`config.mk`:
```
export PLATFORM = sky130hd
export DESIGN_NAME = mem_access_stage
export DESIGN_NICKNAME = d
export VERILOG_FILES = /design/src/rtl/riscv_pkg.sv /design/src/rtl/lsu_align.sv /design/src/rtl/mem_access_stage.sv
export SDC_FILE = /design/constraint.sdc
export NUM_CORES = 1
export LEC_CHECK = 0
export ABC_AREA = 1
export BUFFER_PORTS_ARGS = -buffer_cell sky130_fd_sc_hd__buf_4
export CORE_AREA = 2 2 124 126
export DETAILED_ROUTE_END_ITERATION = 8
export DIE_AREA = 0 0 126 128
export GPL_TIMING_DRIVEN = 0
export PLACE_DENSITY_LB_ADDON = 0.05
export SLEW_MARGIN = 20
export SYNTH_ARGS = -nofsm -noshare
export SYNTH_HDL_FRONTEND = slang
export SYNTH_SLANG_ARGS = --single-unit
```
`constraint.sdc`:
```
create_clock -name clk -period 5.4 [get_ports clk]
set_clock_uncertainty 0.2 [all_clocks]
set_input_delay 0.54 -clock clk [delete_from_list [all_inputs] [get_ports clk]]
set_output_delay 0.54 -clock clk [all_outputs]
set_load 0.1 [all_outputs]
```
`src/rtl/riscv_pkg.sv`:
```
// Shared load/store encodings and the memory-stage FSM state type.
package riscv_pkg;

  localparam logic [2:0] F3_B  = 3'b000;
  localparam logic [2:0] F3_H  = 3'b001;
  localparam logic [2:0] F3_W  = 3'b010;
  localparam logic [2:0] F3_BU = 3'b100;
  localparam logic [2:0] F3_HU = 3'b101;

  typedef enum logic {
    IDLE = 1'b0,
    BUSY = 1'b1
  } mem_state_t;

  typedef enum logic [1:0] {
    SZ_B = 2'd0,
    SZ_H = 2'd1,
    SZ_W = 2'd2
  } acc_size_t;

  // Undefined store encodings behave as SW; undefined load encodings read a full word.
  function automatic acc_size_t decode_size(input logic [2:0] f3, input logic is_store);
    acc_size_t sz;
    sz = SZ_W;
    if (is_store) begin
      case (f3)
        F3_B:    sz = SZ_B;
        F3_H:    sz = SZ_H;
        default: sz = SZ_W;
      endcase
    end else begin
      case (f3)
        F3_B, F3_BU: sz = SZ_B;
        F3_H, F3_HU: sz = SZ_H;
        default:     sz = SZ_W;
      endcase
    end
    return sz;
  endfunction

endpackage

```
`src/rtl/lsu_align.sv`:
```
// Combinational lane steering: store byte enables/replication, load extraction
// with sign/zero extension, and misalignment detection. No state, no handshake.
module lsu_align
  import riscv_pkg::*;
(
  input  logic        i_access,
  input  logic        i_is_store,
  input  logic [2:0]  i_funct3,
  input  logic [1:0]  i_addr_lo,
  input  logic [31:0] i_wdata,
  input  logic [31:0] i_rdata,
  output logic        o_misalign,
  output logic [3:0]  o_be,
  output logic [31:0] o_wdata,
  output logic [31:0] o_rdata
);

  acc_size_t   w_size;
  logic [7:0]  w_byte;
  logic [15:0] w_half;
  logic        w_sext;

  always_comb begin
    w_size     = decode_size(i_funct3, i_is_store);
    o_misalign = i_access & (((w_size == SZ_H) & i_addr_lo[0]) |
                             ((w_size == SZ_W) & (i_addr_lo != 2'b00)));

    o_be    = 4'b1111;
    o_wdata = i_wdata;
    if (i_is_store) begin
      case (w_size)
        SZ_B: begin
          o_be    = 4'b0001 << i_addr_lo;
          o_wdata = {4{i_wdata[7:0]}};
        end
        SZ_H: begin
          o_be    = i_addr_lo[1] ? 4'b1100 : 4'b0011;
          o_wdata = {2{i_wdata[15:0]}};
        end
        default: begin
          o_be    = 4'b1111;
          o_wdata = i_wdata;
        end
      endcase
    end
  end

  always_comb begin
    w_byte = i_rdata[7:0];
    case (i_addr_lo)
      2'd0:    w_byte = i_rdata[7:0];
      2'd1:    w_byte = i_rdata[15:8];
      2'd2:    w_byte = i_rdata[23:16];
      default: w_byte = i_rdata[31:24];
    endcase
    w_half = i_addr_lo[1] ? i_rdata[31:16] : i_rdata[15:0];
    // funct3[2] marks the unsigned variants (LBU/LHU).
    w_sext = ~i_funct3[2];
    case (w_size)
      SZ_B:    o_rdata = {{24{w_sext & w_byte[7]}}, w_byte};
      SZ_H:    o_rdata = {{16{w_sext & w_half[15]}}, w_half};
      default: o_rdata = i_rdata;
    endcase
  end

endmodule

```
`src/rtl/mem_access_stage.sv`:
```
// RISC-V MEM stage: zero-wait accesses complete in the issue cycle; otherwise StallM
// freezes upstream until dmem_ready or a MAX_WAIT watchdog abort (sticky BusErrorM).
module mem_access_stage
  import riscv_pkg::*;
#(
  parameter int unsigned MAX_WAIT = 15
) (
  input  logic        clk,
  input  logic        reset,
  input  logic [31:0] ALUResultM,
  input  logic [31:0] WriteDataM,
  input  logic [4:0]  RdM,
  input  logic [31:0] PCPlus4M,
  input  logic        RegWriteM,
  input  logic        MemWriteM,
  input  logic        MemReadM,
  input  logic [1:0]  ResultSrcM,
  input  logic [2:0]  Funct3M,
  output logic        dmem_req,
  output logic        dmem_we,
  output logic [31:0] dmem_addr,
  output logic [3:0]  dmem_be,
  output logic [31:0] dmem_wdata,
  input  logic        dmem_ready,
  input  logic [31:0] dmem_rdata,
  output logic        StallM,
  output logic        MisalignM,
  output logic        BusErrorM,
  output logic [31:0] ALUResultW,
  output logic [31:0] ReadDataW,
  output logic [31:0] PCPlus4W,
  output logic [4:0]  RdW,
  output logic        RegWriteW,
  output logic [1:0]  ResultSrcW
);

  localparam logic [7:0] MAX_WAIT_L = 8'(MAX_WAIT);

  mem_state_t  r_state;
  mem_state_t  w_state_nxt;
  logic [7:0]  r_wait_cnt;
  logic [7:0]  w_wait_cnt_nxt;
  logic [7:0]  w_wait_inc;
  logic        r_bus_err;

  logic        w_access;
  logic        w_misalign;
  logic        w_req;
  logic        w_abort;
  logic        w_stall;
  logic [3:0]  w_be;
  logic [31:0] w_wdata;
  logic [31:0] w_load_data;

  logic [31:0] r_alu_result_w;
  logic [31:0] r_read_data_w;
  logic [31:0] r_pc_plus4_w;
  logic [4:0]  r_rd_w;
  logic        r_reg_write_w;
  logic [1:0]  r_result_src_w;

  assign w_access = MemReadM | MemWriteM;

  lsu_align u_lsu_align (
    .i_access   (w_access),
    .i_is_store (MemWriteM),
    .i_funct3   (Funct3M),
    .i_addr_lo  (ALUResultM[1:0]),
    .i_wdata    (WriteDataM),
    .i_rdata    (dmem_rdata),
    .o_misalign (w_misalign),
    .o_be       (w_be),
    .o_wdata    (w_wdata),
    .o_rdata    (w_load_data)
  );

  assign w_wait_inc = (r_wait_cnt == 8'hFF) ? 8'hFF : r_wait_cnt + 8'd1;

  always_comb begin
    w_state_nxt    = r_state;
    w_wait_cnt_nxt = r_wait_cnt;
    w_req          = 1'b0;
    w_abort        = 1'b0;
    case (r_state)
      IDLE: begin
        if (w_access & ~w_misalign) begin
          w_req = 1'b1;
          if (!dmem_ready) begin
            w_state_nxt    = BUSY;
            w_wait_cnt_nxt = 8'd0;
          end
        end
      end
      BUSY: begin
        w_req          = 1'b1;
        w_wait_cnt_nxt = w_wait_inc;
        if (dmem_ready) begin
          w_state_nxt = IDLE;
        end else if (w_wait_inc >= MAX_WAIT_L) begin
          // The cycle that would have been wait number MAX_WAIT+1 becomes the abort.
          w_abort     = 1'b1;
          w_state_nxt = IDLE;
        end
      end
      default: w_state_nxt = IDLE;
    endcase
    if (reset) begin
      w_req   = 1'b0;
      w_abort = 1'b0;
    end
  end

  assign w_stall    = w_req & ~dmem_ready & ~w_abort;

  assign dmem_req   = w_req;
  assign dmem_we    = w_req & MemWriteM;
  assign dmem_addr  = {ALUResultM[31:2], 2'b00};
  assign dmem_be    = w_be;
  assign dmem_wdata = w_wdata;
  assign StallM     = w_stall;
  assign MisalignM  = w_misalign;
  assign BusErrorM  = r_bus_err;

  always_ff @(posedge clk or posedge reset) begin
    if (reset) begin
      r_state    <= IDLE;
      r_wait_cnt <= 8'd0;
      r_bus_err  <= 1'b0;
    end else begin
      r_state    <= w_state_nxt;
      r_wait_cnt <= w_wait_cnt_nxt;
      if (w_abort) begin
        r_bus_err <= 1'b1;
      end
    end
  end

  always_ff @(posedge clk or posedge reset) begin
    if (reset) begin
      r_alu_result_w <= 32'd0;
      r_read_data_w  <= 32'd0;
      r_pc_plus4_w   <= 32'd0;
      r_rd_w         <= 5'd0;
      r_reg_write_w  <= 1'b0;
      r_result_src_w <= 2'd0;
    end else if (w_stall) begin
      r_rd_w        <= 5'd0;
      r_reg_write_w <= 1'b0;
    end else begin
      r_alu_result_w <= ALUResultM;
      r_read_data_w  <= (w_req & dmem_ready & ~MemWriteM) ? w_load_data : 32'd0;
      r_pc_plus4_w   <= PCPlus4M;
      r_rd_w         <= RdM;
      r_reg_write_w  <= RegWriteM & ~w_misalign & ~w_abort;
      r_result_src_w <= ResultSrcM;
    end
  end

  assign ALUResultW = r_alu_result_w;
  assign ReadDataW  = r_read_data_w;
  assign PCPlus4W   = r_pc_plus4_w;
  assign RdW        = r_rd_w;
  assign RegWriteW  = r_reg_write_w;
  assign ResultSrcW = r_result_src_w;

endmodule

```
# [Word level (Yosys, flattened, before mapping)]
# Index checks and enable logic that the tools add are counted.
[totals] register_bits=114 out_inout_bits=177 elab_cells=80
[op_classes] add_sub_neg=1 n_lt_le_gt_ge=1 eq_ne=10 n_shift=1 n_mux=30 bitwise=21 reduce_logical=7
[ops] cell="32-bit one-hot mux with 2 select lines" count=2
[ops] cell="32-bit 2-to-1 mux" count=2
[ops] cell="8-bit 2-to-1 mux" count=3
[ops] cell="8-bit one-hot mux with 3 select lines" count=1
[ops] cell="16-bit 2-to-1 mux" count=1
[ops] cell="8-bit one-hot mux with 2 select lines" count=1
[ops] cell="1-bit bitwise AND" count=13
[ops] cell="1-bit 2-to-1 mux" count=11
[ops] cell="8-bit by 1-bit adder with 8-bit output, second input constant" count=1
[ops] cell="8-bit == test, second input constant" count=1
[ops] cell="8-bit by 4-bit >= comparator with 1-bit output, second input constant" count=1
[ops] cell="4-bit 2-to-1 mux" count=2
[ops] cell="2-bit one-hot mux with 2 select lines" count=2
[ops] cell="4-bit one-hot mux with 2 select lines" count=1
[ops] cell="3-bit == test, second input constant" count=2
[ops] cell="1-bit inverter" count=6
[ops] cell="5-bit 2-to-1 mux" count=1
[ops] cell="2-bit by 1-bit == test with 1-bit output, second input constant" count=2
[ops] cell="2-bit == test, second input constant" count=2
[ops] cell="2-bit logical NOT" count=2
[ops] cell="2-bit inequality test, second input constant" count=2
[ops] cell="1-bit one-hot mux with 2 select lines" count=2
[ops] cell="2-bit OR reduction" count=2
[ops] cell="1-bit by 2-bit << shifter with 4-bit output, first input constant" count=1
[ops] cell="6 further kinds" count=7

# [Depth between registers and ports, before layout]
[depth] word_depth=16 ltp_mapped=14 ltp_nobuf=12

# [Cells and area by module]
# From an unflattened synthesis, not the netlist that was laid out.
[hier_totals] cells_unflattened=855 hier_area_um2=6396.1
[by_module_without_submodules] module="mem_access_stage" n_inst=1 cells_each=576 area_each_um2=5002.3
[by_module_without_submodules] module="lsu_align" n_inst=1 cells_each=279 area_each_um2=1393.8

# [Least setup slack after synthesis]
# No wires, ideal clock.
[synth_path] path_kind="input to output" start="input port reset" end="output port dmem_we" t_arrival_ns=4.627 required_ns=4.660 slack_ns=0.033 path_stages=3 path_buffers=0 path_cell_list="inv_1 nand2_2 nor2_1"
[synth_between] elab_chain_len=2
[synth_rtl] element="start, declared" line="mem_access_stage.sv:9" text="input logic reset,"
[synth_rtl] element="1-bit 2-to-1 mux" line="mem_access_stage.sv:107" text="if (reset) begin"
[synth_rtl] element="1-bit bitwise AND" line="mem_access_stage.sv:116" text="assign dmem_we = w_req & MemWriteM;"
[synth_rtl] element="end, declared" line="mem_access_stage.sv:20" text="output logic dmem_we,"
# No other way between the ends.

# [Worst setup path in the final report]
[layout_path] start="input port reset" end="output port StallM"
[layout_between] elab_chain_len=3 word_cells_on_any_way=5 cone_classes="2 x mux; 3 x bitwise"
[layout_rtl] element="1-bit 2-to-1 mux" line="mem_access_stage.sv:107"
[layout_rtl] element="1-bit bitwise AND or 1-bit inverter (tied branches)" line="mem_access_stage.sv:113" text="assign w_stall = w_req & ~dmem_ready & ~w_abort;"
[layout_rtl] element="1-bit bitwise AND *" line="mem_access_stage.sv:113"
[layout_rtl] element="end, declared" line="mem_access_stage.sv:26" text="output logic StallM,"
# Mark *: on every way between the ends. The rest lies on a longest branch, timed or not.

==> flow_metrics.env <==
export IMPL_outcome="completed"
export IMPL_routabilityCongestion=0.974
export IMPL_ys_flop_type="dfrtp_1"
export IMPL_area_growth_pct=53.1
export IMPL_wl_per_cell_um=16.3
export IMPL_drtIter0Drc=428
export IMPL_fin_crit_sh=0.735
export IMPL_synthMostInstantiatedCell="nand2_1"
export IMPL_dr_pass1_iters=7
export IMPL_avgSynthCellArea_um2=7.61
export IMPL_cts_buffers=17
export IMPL_fin_tns_setup_ns=0
export IMPL_rr_startpoint="r_wait_cnt[0]$_DFFE_PP0P_"
export IMPL_h_tree_depth=4
export IMPL_postLayoutCellArea_um2=9370
export IMPL_antenna_found_initial=0
export IMPL_grt_pass1_vias=6425
export IMPL_num_rows=45
export IMPL_grt_pass1_wl_mm=34.3
export IMPL_grt_usage=0.270
export IMPL_max_freq_ghz=0.252
export IMPL_ff2ff_path_depth=12
export IMPL_p_per_area_nw_per_um2=369
export IMPL_avgViaCountPerCell=4.99
export IMPL_setup_worst_path_start="reset"
export IMPL_max_vdd_ir_drop_mv=0.231
export IMPL_drc=0
export IMPL_cap_violations=0
export IMPL_synthTopCellsByCount="296 x nand2_1, 135 x nand3_1, 114 x dfrtp_1"
export IMPL_clk_pin_slew_ns=0.05
export IMPL_cts_sinks=114
export IMPL_fp_dieW_um=126
export IMPL_initial_core_util=0.412
export IMPL_ys_warn_count=0
export IMPL_grt_ovfl_total=0
export IMPL_drive_gt1_frac=0.381
export IMPL_synthArstFlopShare=1.00
export IMPL_design_core_area_um2=14900
export IMPL_slew_headroom=0.460
export IMPL_share_comb_of_total_power=0.392
export IMPL_clk_latency_ns=0.41
export IMPL_cts_buffer_depth=2
export IMPL_syn_area_um2=6120
export IMPL_cp_start_kind="input port"
export IMPL_drv_slew=0
export IMPL_power_switching_mw=1.49
export IMPL_yosysUniqueCellTypes=31
export IMPL_holdCritPathClass="input port to flop"
export IMPL_io_pins=321
export IMPL_synthCells=804
export IMPL_synth_area_top_cells="dfrtp_1 47%, nand2_1 18%, nand3_1 11%"
export IMPL_nets=1289
export IMPL_routed_wl_mm=22.0
export IMPL_power_internal_mw=1.97
export IMPL_power_total_mw=3.46
export IMPL_io_buffer_count=318
export IMPL_cts_root_buf="clkbuf_16"
export IMPL_finalSetupViolCount=0
export IMPL_cp_end_kind="output port"
export IMPL_crit_arrival_ns=3.23
export IMPL_die_y_um=128
export IMPL_grt_max_degree=75
export IMPL_ys_ff_latch=114
export IMPL_p_seq_frac=0.287
export IMPL_antenna_cells=0
export IMPL_r2r_slack_ns=3.13
export IMPL_tightest_slew_ns=0.802
export IMPL_dpl_cell_area_um2=8780
export IMPL_critPathKind="input port to output port"
export IMPL_hold_slack_ns=0.124
export IMPL_power_frac_clock=0.320
export IMPL_finalWorstPathRequiredPeriod_ns=3.97
export IMPL_yosys_area_top_type="dfrtp_1"
export IMPL_rr_endpoint="ALUResultW[10]$_DFFE_PP0N_"
export IMPL_final_hold_viol_count=0
export IMPL_netSwitchingFraction=0.430
export IMPL_die_area_um2=16100
export IMPL_cp_required_ns=4.66
export IMPL_dp_hpwl_mm=17.1
export IMPL_post_cts_buffers=0
export IMPL_num_vias=6704
export IMPL_yosys_area_top_type_share=0.466
export IMPL_rsz0062_at_grt="false"
export IMPL_detail_route_antenna_nets=0
export IMPL_p_leak_nw=5.24
export IMPL_synth_edf_count=0
export IMPL_crit_fanout=74
export IMPL_yosysSeqAreaShare=0.466
export IMPL_crit_end="StallM"
export IMPL_cts_tree="built"
metal layers:
| layer | global-route usage | wire, um | part of all wire |
|---|---|---|---|
| met4 | 0.0821 | 431 | 0.020 |
| met3 | 0.0684 | 1910 | 0.087 |
| met5 | 0 | 0 | 0 |
| met2 | 0.448 | 10700 | 0.49 |
| met1 | 0.351 | 8900 | 0.41 |
how the worst min path moves through the flow:
stage	from	slack (ns)	to	depth (start not counted)
2_1_floorplan	r_wait_cnt[6]$_DFFE_PP0P_	0.36	r_wait_cnt[6]$_DFFE_PP0P_	2
3_3_place_gp	BusErrorM$_DFFE_PP0P_	0.26	BusErrorM$_DFFE_PP0P_	1
3_5_place_dp	BusErrorM$_DFFE_PP0P_	0.27	BusErrorM$_DFFE_PP0P_	1
4_1_cts	PCPlus4M[12]	0.11	PCPlus4W[12]$_DFFE_PP0N_	3
5_1_grt	PCPlus4M[3]	0.12	PCPlus4W[3]$_DFFE_PP0N_	3
6_report	PCPlus4M[12]	0.12	PCPlus4W[12]$_DFFE_PP0N_	3
kinds of logic after synthesis:
kind of cell / share of synthesized area
adder cells (fa/ha/maj): 0.00204
flip-flops: 0.466
other: 0.000613
buffers and inverters: 0.126
AND/OR/NAND/NOR: 0.327
AO/OA/AOI/OAI: 0.0785
layout by cell type, fill, tap and decap left out, types with 12 or more instances in the layout:
cell type / instances
buf_4: 361
nand2_1: 296
nand3_1: 135
dfrtp_1: 114
inv_1: 52
o21ai_0: 37
buf_2: 26
nor2_1: 19
o211ai_1: 19
clkbuf_16: 17
clkbuf_1: 12
sequential cells by signal, indices dropped and copies added, names as in the netlist:
register,cells
RegWriteW,1
PCPlus4W,32
RdW,5
r_wait_cnt,8
ResultSrcW,2
ReadDataW,32
ALUResultW,32
BusErrorM,1
r_state,1
critical path: stages:
cell and delay [ns]:
dlygate4sd3_1 0.54, buf_4 0.15, inv_6 0.30, buf_16 0.36, nand2_2 0.17, nor2_4 0.32
nand2_2 0.14, buf_6 0.17, inv_1 0.16, buf_4 0.33
repair_timing:
| action | CTS | global route |
|---|---|---|
| hold buffers | 1 | 0 |
| gates resized for setup | 0 | 0 |
| hold endpoints to repair | 42 | 0 |
power by group through the flow:
stage               sequential [mW]  combinational [mW]  clock (mW)
global placement               1.00                1.35           0
floorplan                      1.51               0.492           0
CTS                           0.992                1.36        1.13
detailed placement             1.01                1.36           0
finish                        0.993                1.36        1.11
global route                   1.00                1.42        1.17
area by class of cell:
class | count | area (um2)
fill | 1418 | 5490
sequential | 114 | 2850
multi-input combinational | 549 | 2500
timing repair buffer | 320 | 2420
buffer | 85 | 558
clock buffer | 20 | 447
tap | 188 | 235
inverter | 57 | 219
clock inverter | 11 | 138
metrics by stage:
step | std cells | setup WS (ns) | utilization
2_1_floorplan | 805 | 0.0327 | -
3_3_place_gp | 1311 | -1.17 | 0.588
3_5_place_dp | 1312 | 1.90 | 0.591
4_1_cts | 1344 | 1.34 | 0.631
5_1_grt | 1344 | 1.13 | 0.631
6_report | 1344 | 1.43 | 0.631
(Power assumes the default switching activity.)
